**src/rtl/regfile_wr_arbiter.sv**
```systemverilog
// Round-robin arbiter sharing the register-file write port between ALU and load writeback.
// The winning write is registered for one cycle; ZERO_REG writes handshake but never assert wr_en.
module regfile_wr_arbiter #(
    parameter int unsigned WIDTH    = 64,
    parameter int unsigned AW       = 5,
    parameter int unsigned ZERO_REG = 31
) (
    input  logic             clk,
    input  logic             reset,
    input  logic             hold,
    input  logic             req0_valid,
    input  logic [AW-1:0]    req0_addr,
    input  logic [WIDTH-1:0] req0_data,
    output logic             req0_ready,
    input  logic             req1_valid,
    input  logic [AW-1:0]    req1_addr,
    input  logic [WIDTH-1:0] req1_data,
    output logic             req1_ready,
    output logic             wr_en,
    output logic [AW-1:0]    wr_addr,
    output logic [WIDTH-1:0] wr_data,
    output logic             last_grant
);

    localparam logic [AW-1:0] ZeroAddr = AW'(ZERO_REG);

    logic             grant0;
    logic             grant1;
    logic             any_grant;
    logic [AW-1:0]    sel_addr;
    logic [WIDTH-1:0] sel_data;

    logic             wr_en_q,      wr_en_d;
    logic [AW-1:0]    wr_addr_q,    wr_addr_d;
    logic [WIDTH-1:0] wr_data_q,    wr_data_d;
    logic             last_grant_q, last_grant_d;

    // Under contention the requester that did not win last time gets the port.
    always_comb begin
        grant0 = 1'b0;
        grant1 = 1'b0;
        if (!reset && !hold) begin
            if (req0_valid && req1_valid) begin
                if (last_grant_q) begin
                    grant0 = 1'b1;
                end else begin
                    grant1 = 1'b1;
                end
            end else if (req0_valid) begin
                grant0 = 1'b1;
            end else if (req1_valid) begin
                grant1 = 1'b1;
            end
        end
    end

    assign any_grant = grant0 | grant1;
    assign sel_addr  = grant1 ? req1_addr : req0_addr;
    assign sel_data  = grant1 ? req1_data : req0_data;

    always_comb begin
        wr_en_d      = 1'b0;
        wr_addr_d    = wr_addr_q;
        wr_data_d    = wr_data_q;
        last_grant_d = last_grant_q;
        if (any_grant) begin
            wr_en_d      = (sel_addr != ZeroAddr);
            wr_addr_d    = sel_addr;
            wr_data_d    = sel_data;
            last_grant_d = grant1;
        end
    end

    always_ff @(posedge clk) begin
        if (reset) begin
            wr_en_q      <= 1'b0;
            wr_addr_q    <= '0;
            wr_data_q    <= '0;
            last_grant_q <= 1'b1;
        end else begin
            wr_en_q      <= wr_en_d;
            wr_addr_q    <= wr_addr_d;
            wr_data_q    <= wr_data_d;
            last_grant_q <= last_grant_d;
        end
    end

    assign req0_ready = grant0;
    assign req1_ready = grant1;
    assign wr_en      = wr_en_q;
    assign wr_addr    = wr_addr_q;
    assign wr_data    = wr_data_q;
    assign last_grant = last_grant_q;

endmodule
```
**config.mk**
```make
export PLATFORM = sky130hd
export DESIGN_NAME = regfile_wr_arbiter
export DESIGN_NICKNAME = d
export VERILOG_FILES = /design/src/rtl/regfile_wr_arbiter.sv
export SDC_FILE = /design/constraint.sdc
export NUM_CORES = 1
export LEC_CHECK = 0
export ABC_AREA = 1
export BUFFER_PORTS_ARGS = -buffer_cell sky130_fd_sc_hd__buf_4
export CAP_MARGIN = 10
export CORE_MARGIN = 2
export CORE_UTILIZATION = 40
export DETAILED_ROUTE_END_ITERATION = 10
export HOLD_SLACK_MARGIN = 0.15
export PLACE_DENSITY_LB_ADDON = 0.25
export REMOVE_ABC_BUFFERS = 1
export SYNTH_ARGS = -nofsm -noshare
export SYNTH_HDL_FRONTEND = slang
export SYNTH_SLANG_ARGS = --single-unit
```
**constraint.sdc**
```tcl
create_clock -name clk -period 2.8 [get_ports clk]
set_input_delay 0.84 -clock clk [delete_from_list [all_inputs] [get_ports clk]]
set_output_delay 0.84 -clock clk [all_outputs]
set_load 0.005 [all_outputs]
```
# == Word-level counts from Yosys, hierarchy flattened ==
# Index checks and enable logic that the tools add are counted.
# word_totals
regBits,71
inputBits,143
out_inout_bits,73
wordCells,23
# classes
n_eq_ne,1
mux,11
bitwise_logic,2
n_reduce_logical,5
# op_table
op,count
64-bit 2-to-1 mux,1
1-bit 2-to-1 mux,9
5-bit 2-to-1 mux,1
"5-bit != test, second input constant",1
1-bit logical AND,2
1-bit logical NOT,2
2-bit OR reduction,1
1-bit inverter,1
1-bit OR,1

# == Longest topological paths before layout ==
# Gate-level depths: netlist of run 1.
# depth
word_depth,7
mapped_depth,9
depth_no_buf,8

# == Worst setup path before layout of run 1 ==
# Ideal clock, no wire load.
# synth_path
path_type,input port to output port
from,input req1_valid
to,output req1_ready
t_arrival_ns,1.390
required_time_ns,1.960
slack_ns,0.570
path_stages,4
n_path_buf,2
cell_sequence,clkbuf_2 nand3_2 inv_2 buf_2
# synth_via
elab_chain_cells,4
elab_cells_between_ends,5
classes_between,mux: 4; reduce/logical: 1
# synth_rtl
item,line_no,text
from (decl),15,"input logic req1_valid,"
1-bit 2-to-1 mux,51,end else if (req1_valid) begin
1-bit 2-to-1 mux,49,end else if (req0_valid) begin
1-bit 2-to-1 mux *,43,if (req0_valid && req1_valid) begin
1-bit 2-to-1 mux *,42,if (!reset && !hold) begin
to (decl),18,"output logic req1_ready,"
# Mark *: on every way between the ends. The rest lies on a longest branch, timed or not.

# == Worst setup path in the final report of run 1 ==
# layout_path
from,input reset
to,output req1_ready
# layout_via
elab_chain_cells,3
# layout_rtl
item,line_no,text
from (decl),9,"input logic reset,"
1-bit logical NOT,42,
1-bit logical AND,42,
1-bit 2-to-1 mux,42,
# Every way passes these cells.

==> impl_metrics.tcl, run 1 <==
set metrics [dict create \
    die-width_um 96.04 \
    final_common_cell "buf_4" \
    mostFrequentLayoutCells "buf_4 (218), nand2_1 (147), dfxtp_1 (71), o211ai_1 (70), nand3_1 (65)" \
    first_pass_iters 4 \
    num_vias 3807 \
    rrSetupSlack_ps 1090 \
    wire_per_inst_um 12.40 \
    cts_buffer_depth 2 \
    hp-class "reg -> reg" \
    route.detailed.drc 0 \
    fmax_mhz 433.3 \
    switching_share_pct 24.85 \
    ant_nets 0 \
    start_kind "input pin" \
    hold_viol 0 \
    vdd_drop_max_mv 0.2034 \
    grt_pass1_wl_um 15170 \
    antenna_cells 0 \
    htree_levels 3 \
    synth-seq-cells 71 \
    clkSinkCount 71 \
    io_buffers 215 \
    dieArea_um2 9223 \
    finalMaxSlewViolations 0 \
    cts.hold.buffers_added 0 \
    cts.clk_slew.worst_paths_ps 60 \
    area_growth_pct 53.43 \
    crit_chain "buf_4 > nor2_4 > nand3_2 > inv_2 > buf_4" \
    syn_area_um2 3388 \
    power_frac_clock_pct 31.4 \
    pwr_density_cell_nw_per_um2 447.7 \
    dp_hpwl_um 7307 \
    dr_wl_met2_um 4723 \
    crit_slowest_cell "nor2_4" \
    start_util_pct 41.24 \
    seq_area_frac_synth_pct 41.95 \
    core_area_um2 8217 \
    maxCapViolations 0 \
    yosys_warnings 0 \
    grt_setup_unrepaired "false" \
    crit_required_ps 1960 \
    dr_wl_met3_um 878 \
    cts_tree "built" \
    ioPinCount 216 \
    synth_cell_types 16 \
    combPwrFrac_pct 20.8 \
    slew_headroom_pct 54.54 \
    worstPathMaxFanout 7 \
    holdWs_ps 502.2 \
    post_cts_resized 0 \
    finalSetupViolCount 0 \
    wirelength_um 9737 \
    switchingPower_uw 578.4 \
    first_iter_violations 120 \
    highest_layer "met4" \
    placed_area_um2 5022 \
    m1WireLength_um 3998 \
    cp-end-kind "output pin" \
    design_area_um2 5199 \
    p_seq_share_pct 47.8 \
    clk_latency_ps 320 \
    antenna_found_initial 0 \
    leakagePower_nw 2.873 \
    path_class "in -> out" \
    gp_congestion 0.8160 \
    finalCritPeriodShare_pct 82.43 \
    status "completed" \
    clock-root-buffer "clkbuf_8" \
    via_per_inst 4.850 \
    internal_power_mw 1.749 \
    grt.total_usage_pct 20.80 \
    die_y_um 96.04 \
    nets 819 \
    std_cell_rows 33 \
    worst_pin_slew_ps 682.0 \
    overflow 0 \
    finalClockSkew_ps 8.816 \
    final_layout_size_suffix_gt1_share_pct 38.09 \
    critPathMostFrequentCell "buf_4" \
    cts_made_buffers 9 \
    grt_max_degree 71 \
    netlist_instances 481 \
    min_period_ps 2308 \
    grt_pass1_vias 3493 \
    cp.arrival_ps 1470 \
    avgSynthCellArea_um2 7.044 \
    cts_setup_buffers 0 \
    cp_slowest_stage_delay_ps 180 \
]
[cell type report]
type	count	area [um2]
inverters	81	306.5
repair buffers	221	1697
well taps	105	131.4
flip-flops and latches	71	1421
fillers	761	3018
multi-input cells	292	1466
clock buffers	15	176.4
[synthesized netlist by cell type]
library cell  count  area (um2)
inv_1            57       214.0
nor2_4            1       11.26
nand3_2           1       10.01
nor2_1            2       7.510
a21oi_1           1       5.000
clkbuf_1         16       60.06
nand3_1          65       325.3
nand2_1         147       551.8
nand4_1           4       25.02
o211ai_1         70       525.5
o21ai_1           1       5.000
dfxtp_1          71        1421
clkbuf_2          1       5.000
buf_6             5       56.30
buf_2            15       75.07
inv_2            24       90.09
[registers in the layout (all words and copies together), names as in the netlist]
register	cells
wr_data	64
wr_addr	5
last_grant	1
wr_en	1
[power by group through the flow]
| stage | Clock [mW] | Sequential (mW) | Combinational, mW |
|---|---|---|---|
| finish | 0.731 | 1.11 | 0.484 |
| CTS | 0.757 | 1.11 | 0.489 |
| global route | 0.798 | 1.12 | 0.537 |
| floorplan | 0 | 1.14 | 0.170 |
| detailed placement | 0 | 1.13 | 0.488 |
| global placement | 0 | 1.13 | 0.479 |
[stage by stage]
step | setup WS [ps] | total power, mW | setup TNS [ps] | util, % | instances
floorplan | -652.8 | 1.307 | -17130 | - | 444
detailed placement | 499.8 | 1.621 | 0 | 61.12 | 770
global route | 443.4 | 2.454 | 0 | 63.27 | 785
finish | 492.0 | 2.328 | 0 | 63.27 | 785
global placement | 515.6 | 1.610 | 0 | 61.12 | 770
CTS | 494.5 | 2.359 | 0 | 63.27 | 785
[worst max-delay path, delay by kind of cell]
family / cells / cell delay [ps]
and+or+nand+nor: 2 / 280
buffers and inverters: 3 / 360
[kinds of logic (layout without fill, tap and decap cells)]
group / after synthesis / after routing / share of synthesized area, %
buffers and inverters: 118 / 317 / 14.77
DFF: 71 / 71 / 41.95
and+or+nand+nor: 220 / 220 / 27.47
AOI/OAI and AO/OA: 72 / 72 / 15.80
[path summary, 6_finish.rpt]
| path | endpoint | start | depth (start not counted) |
|---|---|---|---|
| worst max register to register | wr_addr[3] | last_grant | 8 |
| worst max-delay path | req1_ready | reset | 5 |
| worst min register to register | wr_data[36] | wr_data[36] | 2 |
| worst min-delay path | wr_data[36] | wr_data[36] | 2 |
[per-layer routing]
metal	global-route usage [%]	up-vias
met5	0	-
li1	-	1946
met2	36.17	140
met3	6.656	12
met4	8.095	0
met1	23.57	1709
No activity file was read; power rests on OpenSTA's default activity.
==> run 2: changes to the inputs <==
--- a/config.mk
+++ b/config.mk
@@ -5,7 +5,7 @@
 export SDC_FILE = /design/constraint.sdc
 export NUM_CORES = 1
 export LEC_CHECK = 0
-export ABC_AREA = 1
+export ABC_AREA = 0
 export BUFFER_PORTS_ARGS = -buffer_cell sky130_fd_sc_hd__buf_4
 export CAP_MARGIN = 10
 export CORE_MARGIN = 2
==> constraint.sdc (replaced) <==
create_clock -name clk -period 2.19 [get_ports clk]
set_input_delay 0.657 -clock clk [delete_from_list [all_inputs] [get_ports clk]]
set_output_delay 0.657 -clock clk [all_outputs]
set_load 0.005 [all_outputs]
==> impl_metrics.tcl, run 2 <==
set metrics [dict create \
    cts_tree "built" \
    critPathMostFrequentCell "buf_4" \
    finalClockSkew_ps 13.67 \
    cts.clk_slew.worst_paths_ps 70 \
    htree_levels 3 \
    synth_area_leaders "dfxtp_1 (39%), a311oi_1 (14%), nand4_1 (12%)" \
    grt_use_met2_pct 41.94 \
    die_y_um 99.82 \
    crit_slowest_cell "a211o_2" \
    cts.hold.buffers_added 0 \
    hp-class "reg -> reg" \
    synth_top_cell_by_area "dfxtp_1" \
    first_iter_violations 213 \
    whs_path_depth 2 \
    synth_ff_type "dfxtp_1" \
    synth_top_family_by_area "compound AO/OA/AOI/OAI gates" \
    overflow 0 \
    die-width_um 99.82 \
    worstSetupStartpoint "req0_valid" \
    vdd_drop_max_mv 0.3150 \
    synth_cell_types 26 \
    num_vias 4465 \
    holdWs_ps 517.5 \
    first_pass_iters 4 \
    antenna_cells 0 \
    wire_per_inst_um 18.85 \
    cp-end-kind "output pin" \
    placed_area_um2 5313 \
    cts_made_buffers 9 \
    cts_buffer_depth 2 \
    synth-seq-cells 71 \
    route.detailed.drc 0 \
    r2r-start "last_grant" \
    grt_setup_unrepaired "false" \
    clock-root-buffer "clkbuf_8" \
    crit_chain "buf_4 > a211o_2 > nor2_1 > buf_4" \
    fmax_mhz 461.8 \
    synth_xor_area_share_pct 0 \
    cp_slowest_stage_delay_ps 340 \
    syn_area_um2 3672 \
    gp_congestion 0.8497 \
    core_area_um2 8806 \
    clk_latency_ps 340 \
    grt.total_usage_pct 26.42 \
    multi_input_area_um2 1904 \
    worstPathMaxFanout 2 \
    crit_required_ps 1530 \
    synthAdderAreaFrac_pct 0 \
    avgSynthCellArea_um2 8.481 \
    wirelength_um 13610 \
    synth_edf_count 0 \
    synth_simple_gate_area_share_pct 13.56 \
    min_period_ps 2165 \
    io_buffers 215 \
    dieArea_um2 9963 \
    synthMuxAreaShare_pct 0 \
    finalSetupViolCount 0 \
    hp-start "wr_data[12]" \
    synth_compound_area_share_pct 38.06 \
    finalMaxSlewViolations 0 \
    antenna_found_initial 0 \
    cp.depth 4 \
    hold_viol 0 \
    nets 753 \
    yosys_warnings 0 \
    design_area_um2 5543 \
    yosys.area.top_type_share_pct 38.71 \
    start_util_pct 41.70 \
    yosysMostFrequentCell "dfxtp_1" \
    maxCapViolations 0 \
    r2r_cells 5 \
    finalCritPeriodShare_pct 98.88 \
    grt_pass1_vias 4159 \
    netlist_instances 433 \
    use_met1_pct 34.37 \
    timing.rr.end "wr_addr[1]" \
    pwr_density_cell_nw_per_um2 616.6 \
    post_cts_resized 0 \
    dp_hpwl_um 8910 \
    n_fill_cell 783 \
    final_layout_size_suffix_gt1_share_pct 43.32 \
    synthTopCellsByCount "dfxtp_1 (71), nand4_1 (70), a21oi_1 (69), o21ai_0 (60), a311oi_1 (58)" \
    mostFrequentLayoutCells "buf_4 (227), dfxtp_1 (71), nand4_1 (70), a21oi_1 (69), o21ai_0 (60)" \
    area_growth_pct 50.94 \
    path_class "in -> out" \
    grt_pass1_wl_um 21370 \
    largest_register_ffs 64 \
    start_kind "input pin" \
    std_cell_rows 34 \
    cts_setup_buffers 0 \
    rrSetupSlack_ps 320 \
    busiest_layer "met2" \
    via_per_inst 6.184 \
    leakagePower_nw 2.175 \
    ant_nets 0 \
    cp.arrival_ps 1510 \
    gr-usage-met3_pct 7.939 \
    cp_top_family "compound AO/OA/AOI/OAI gates" \
    ioPinCount 216 \
    grt_max_degree 80 \
    regArea_um2 1421 \
    ys_async_sr_fraction_pct 0 \
    final_common_cell "buf_4" \
    status "completed" \
    clkSinkCount 71 \
    crit_buf_inv 2 \
    slew_headroom_pct 49.22 \
    worst_pin_slew_ps 761.7 \
    min_to "wr_data[12]" \
    seq_area_frac_synth_pct 38.71 \
]
-- run 2: cell count changes after synthesis, moves of 9 or more --
cell,change
nand3_1,-64
nand2_1,-145
o21ai_0,+60
nand4_1,+66
a311oi_2,+11
a21oi_1,+68
o21ai_1,+9
inv_2,-23
inv_1,-56
o211ai_1,-70
clkbuf_1,+26
a311oi_1,+58
-- run 2: worst register-to-register path, stage by stage (launching register included) --
cell,delay [ps]
dfxtp_1,430
a211o_2,180
buf_4,350
buf_4,390
o21ai_0,140
a311oi_1,280
-- run 2: layer usage --
layer  vias up  part of all wire, %  routed length, um
li1       2094                    -                  -
met1      2096                   39               5323
met2       247                   48               6483
met3        28                   11               1502
met4         0                  2.2                301
met5         -                    0                  0
-- run 2: report_power, final --
group / internal [mW] / switching [mW] / total, mW
sequential: 1.38 / 0.0474 / 1.42
combinational: 0.407 / 0.378 / 0.785
clock: 0.728 / 0.481 / 1.21
-- run 2: cell families (layout without fill, tap and decap cells) --
kind of cell / Yosys count / in the layout
flops: 71 / 71
simple gates: 81 / 81
compound gates: 211 / 211
buf+inv: 70 / 251
-- run 2: worst max path at each step --
stage / to / slack, ps
2_1_floorplan: wr_data[51] / -2210
3_3_place_gp: req1_ready / 20
3_5_place_dp: wr_en / 30
4_1_cts: req1_ready / 40
5_1_grt: req1_ready / 20
6_report: req1_ready / 20
-- run 2: cell type report --
class                           instances  share of cell area, %
Clock buffer                           12                  2.980
Multi-Input combinational cell        292                  34.36
Tap cell                              108                  2.438
Inverter                                2                 0.1354
Sequential cell                        71                  25.64
Clock inverter                          3                  1.174
Timing Repair Buffer                  234                  33.27
-- run 2: through the flow --
stage / util [%] / TNS (ps) / cells / setup slack (ps) / power [mW]
after floorplan: - / -153980 / 365 / -2211 / 1.723
after global placement: 60.33 / 0 / 707 / 19.54 / 2.224
after detailed placement: 60.33 / 0 / 707 / 25.88 / 2.236
after CTS: 62.94 / 0 / 722 / 38.90 / 3.437
after global routing: 62.94 / 0 / 722 / 23.46 / 3.562
final: 62.94 / 0 / 722 / 24.61 / 3.418
==> run 3: changes to the inputs <==
--- a/config.mk
+++ b/config.mk
@@ -12,7 +12,7 @@
 export CORE_UTILIZATION = 40
 export DETAILED_ROUTE_END_ITERATION = 10
 export HOLD_SLACK_MARGIN = 0.15
-export PLACE_DENSITY_LB_ADDON = 0.25
+export PLACE_DENSITY = 0.74
 export REMOVE_ABC_BUFFERS = 1
 export SYNTH_ARGS = -nofsm -noshare
 export SYNTH_HDL_FRONTEND = slang
==> impl_metrics.tcl, run 3 (synthesized netlist as in run 2, its figures left out) <==
set metrics [dict create \
    wire_per_inst_um 18.97 \
    fmax_mhz 474.9 \
    first_pass_iters 4 \
    final_common_cell "buf_4" \
    leakagePower_nw 2.154 \
    pwr_density_cell_nw_per_um2 598.0 \
    finalMaxSlewViolations 0 \
    power_mw 3.280 \
    n_fill_cell 791 \
    grt_pass1_wl_um 21790 \
    start_kind "input pin" \
    largest_register_ffs 64 \
    ant_nets 0 \
    finalClockSkew_ps 8.954 \
    mostFrequentLayoutCells "buf_4 (234), dfxtp_1 (71), nand4_1 (70), a21oi_1 (69), o21ai_0 (60)" \
    io_buffers 215 \
    path_class "in -> out" \
    antenna_found_initial 0 \
    clock-root-buffer "clkbuf_8" \
    first_iter_violations 336 \
    slew_headroom_pct 42.53 \
    die-width_um 99.82 \
    cts_buffer_depth 2 \
    cp-end-kind "output pin" \
    worst_pin_slew_ps 862.1 \
    grt_max_degree 71 \
    min_period_ps 2106 \
    maxCapViolations 0 \
    ioPinCount 216 \
    hold_viol 0 \
    route.detailed.drc 0 \
    core_area_um2 8806 \
    cts_made_buffers 9 \
    overflow 0 \
    clkSinkCount 71 \
    finalSetupViolCount 0 \
    finalCritPeriodShare_pct 96.16 \
    tns_ps 0 \
    std_cell_rows 34 \
    start_util_pct 41.70 \
    hp-class "reg -> reg" \
    wirelength_um 13750 \
    cp.arrival_ps 1450 \
    design_area_um2 5485 \
    grt.total_usage_pct 26.78 \
    vdd_drop_max_mv 0.3018 \
    num_vias 4532 \
    dieArea_um2 9963 \
    cts_setup_buffers 0 \
    via_per_inst 6.251 \
    antenna_cells 0 \
    clk_latency_ps 340 \
    crit_required_ps 1530 \
    die_y_um 99.82 \
    cts.clk_slew.worst_paths_ps 70 \
    grt_pass1_vias 4369 \
    nets 756 \
    post_cts_resized 0 \
    final_layout_size_suffix_gt1_share_pct 43.60 \
    area_growth_pct 49.37 \
    gp_congestion 0.8701 \
    cts.hold.buffers_added 0 \
    status "completed" \
    cts_tree "built" \
    htree_levels 3 \
    worstPathMaxFanout 3 \
    grt_setup_unrepaired "false" \
    dp_hpwl_um 9022 \
    placed_area_um2 5285 \
]
[run 3: final timing paths]
kind | from | endpoint | slack (ps) | depth (start not counted)
hold / removal | wr_data[3] | wr_data[3] | 520 | 2
hold reg to reg | wr_data[3] | wr_data[3] | 520 | 2
setup / recovery | req0_valid | req1_ready | 80 | 4
setup reg to reg | last_grant | wr_en | 600 | 4
[run 3: final cells by class]
| cell class | count | area [um2] | share of cell area, % |
|---|---|---|---|
| timing repair buffer | 237 | 1817 | 33.12 |
| sequential | 71 | 1421 | 25.91 |
| multi-input combinational | 292 | 1907 | 34.76 |
| clock buffer | 12 | 155.1 | 2.828 |
| clock inverter | 3 | 42.54 | 0.7755 |
| tap | 108 | 135.1 | 2.464 |
| inverter | 2 | 7.507 | 0.1369 |
[run 3: stage by stage]
stage	util [%]	setup WS, ps	hold WS, ps	cells
after floorplan	-	-2211	505.3	365
after global placement	60.02	-8.684	504.4	710
after detailed placement	60.02	-40.01	511.5	710
after CTS	62.26	11.11	522.3	725
after global routing	62.29	50.25	540.3	725
final	62.29	84.15	517.2	725
[run 3: power breakdown]
part	internal [mW]	switching (mW)	leakage [nW]	total (mW)
registers	1.38	0.0469	0.584	1.42
clock network	0.582	0.494	0.0985	1.08
logic	0.401	0.381	1.47	0.782
total	2.36	0.922	2.15	3.28
[run 3: routing by layer]
layer | GRT usage [%] | wire length, um | up-vias
li1 | - | - | 2105
met5 | 0 | 0 | -
met4 | 10.96 | 417 | 0
met1 | 34.48 | 5420 | 2150
met3 | 6.337 | 1211 | 36
met2 | 43.35 | 6704 | 241
[run 3: worst max-delay path, stage by stage]
cell     delay, ps
buf_4          120
a211o_2        360
nor2_2         170
buf_4          140
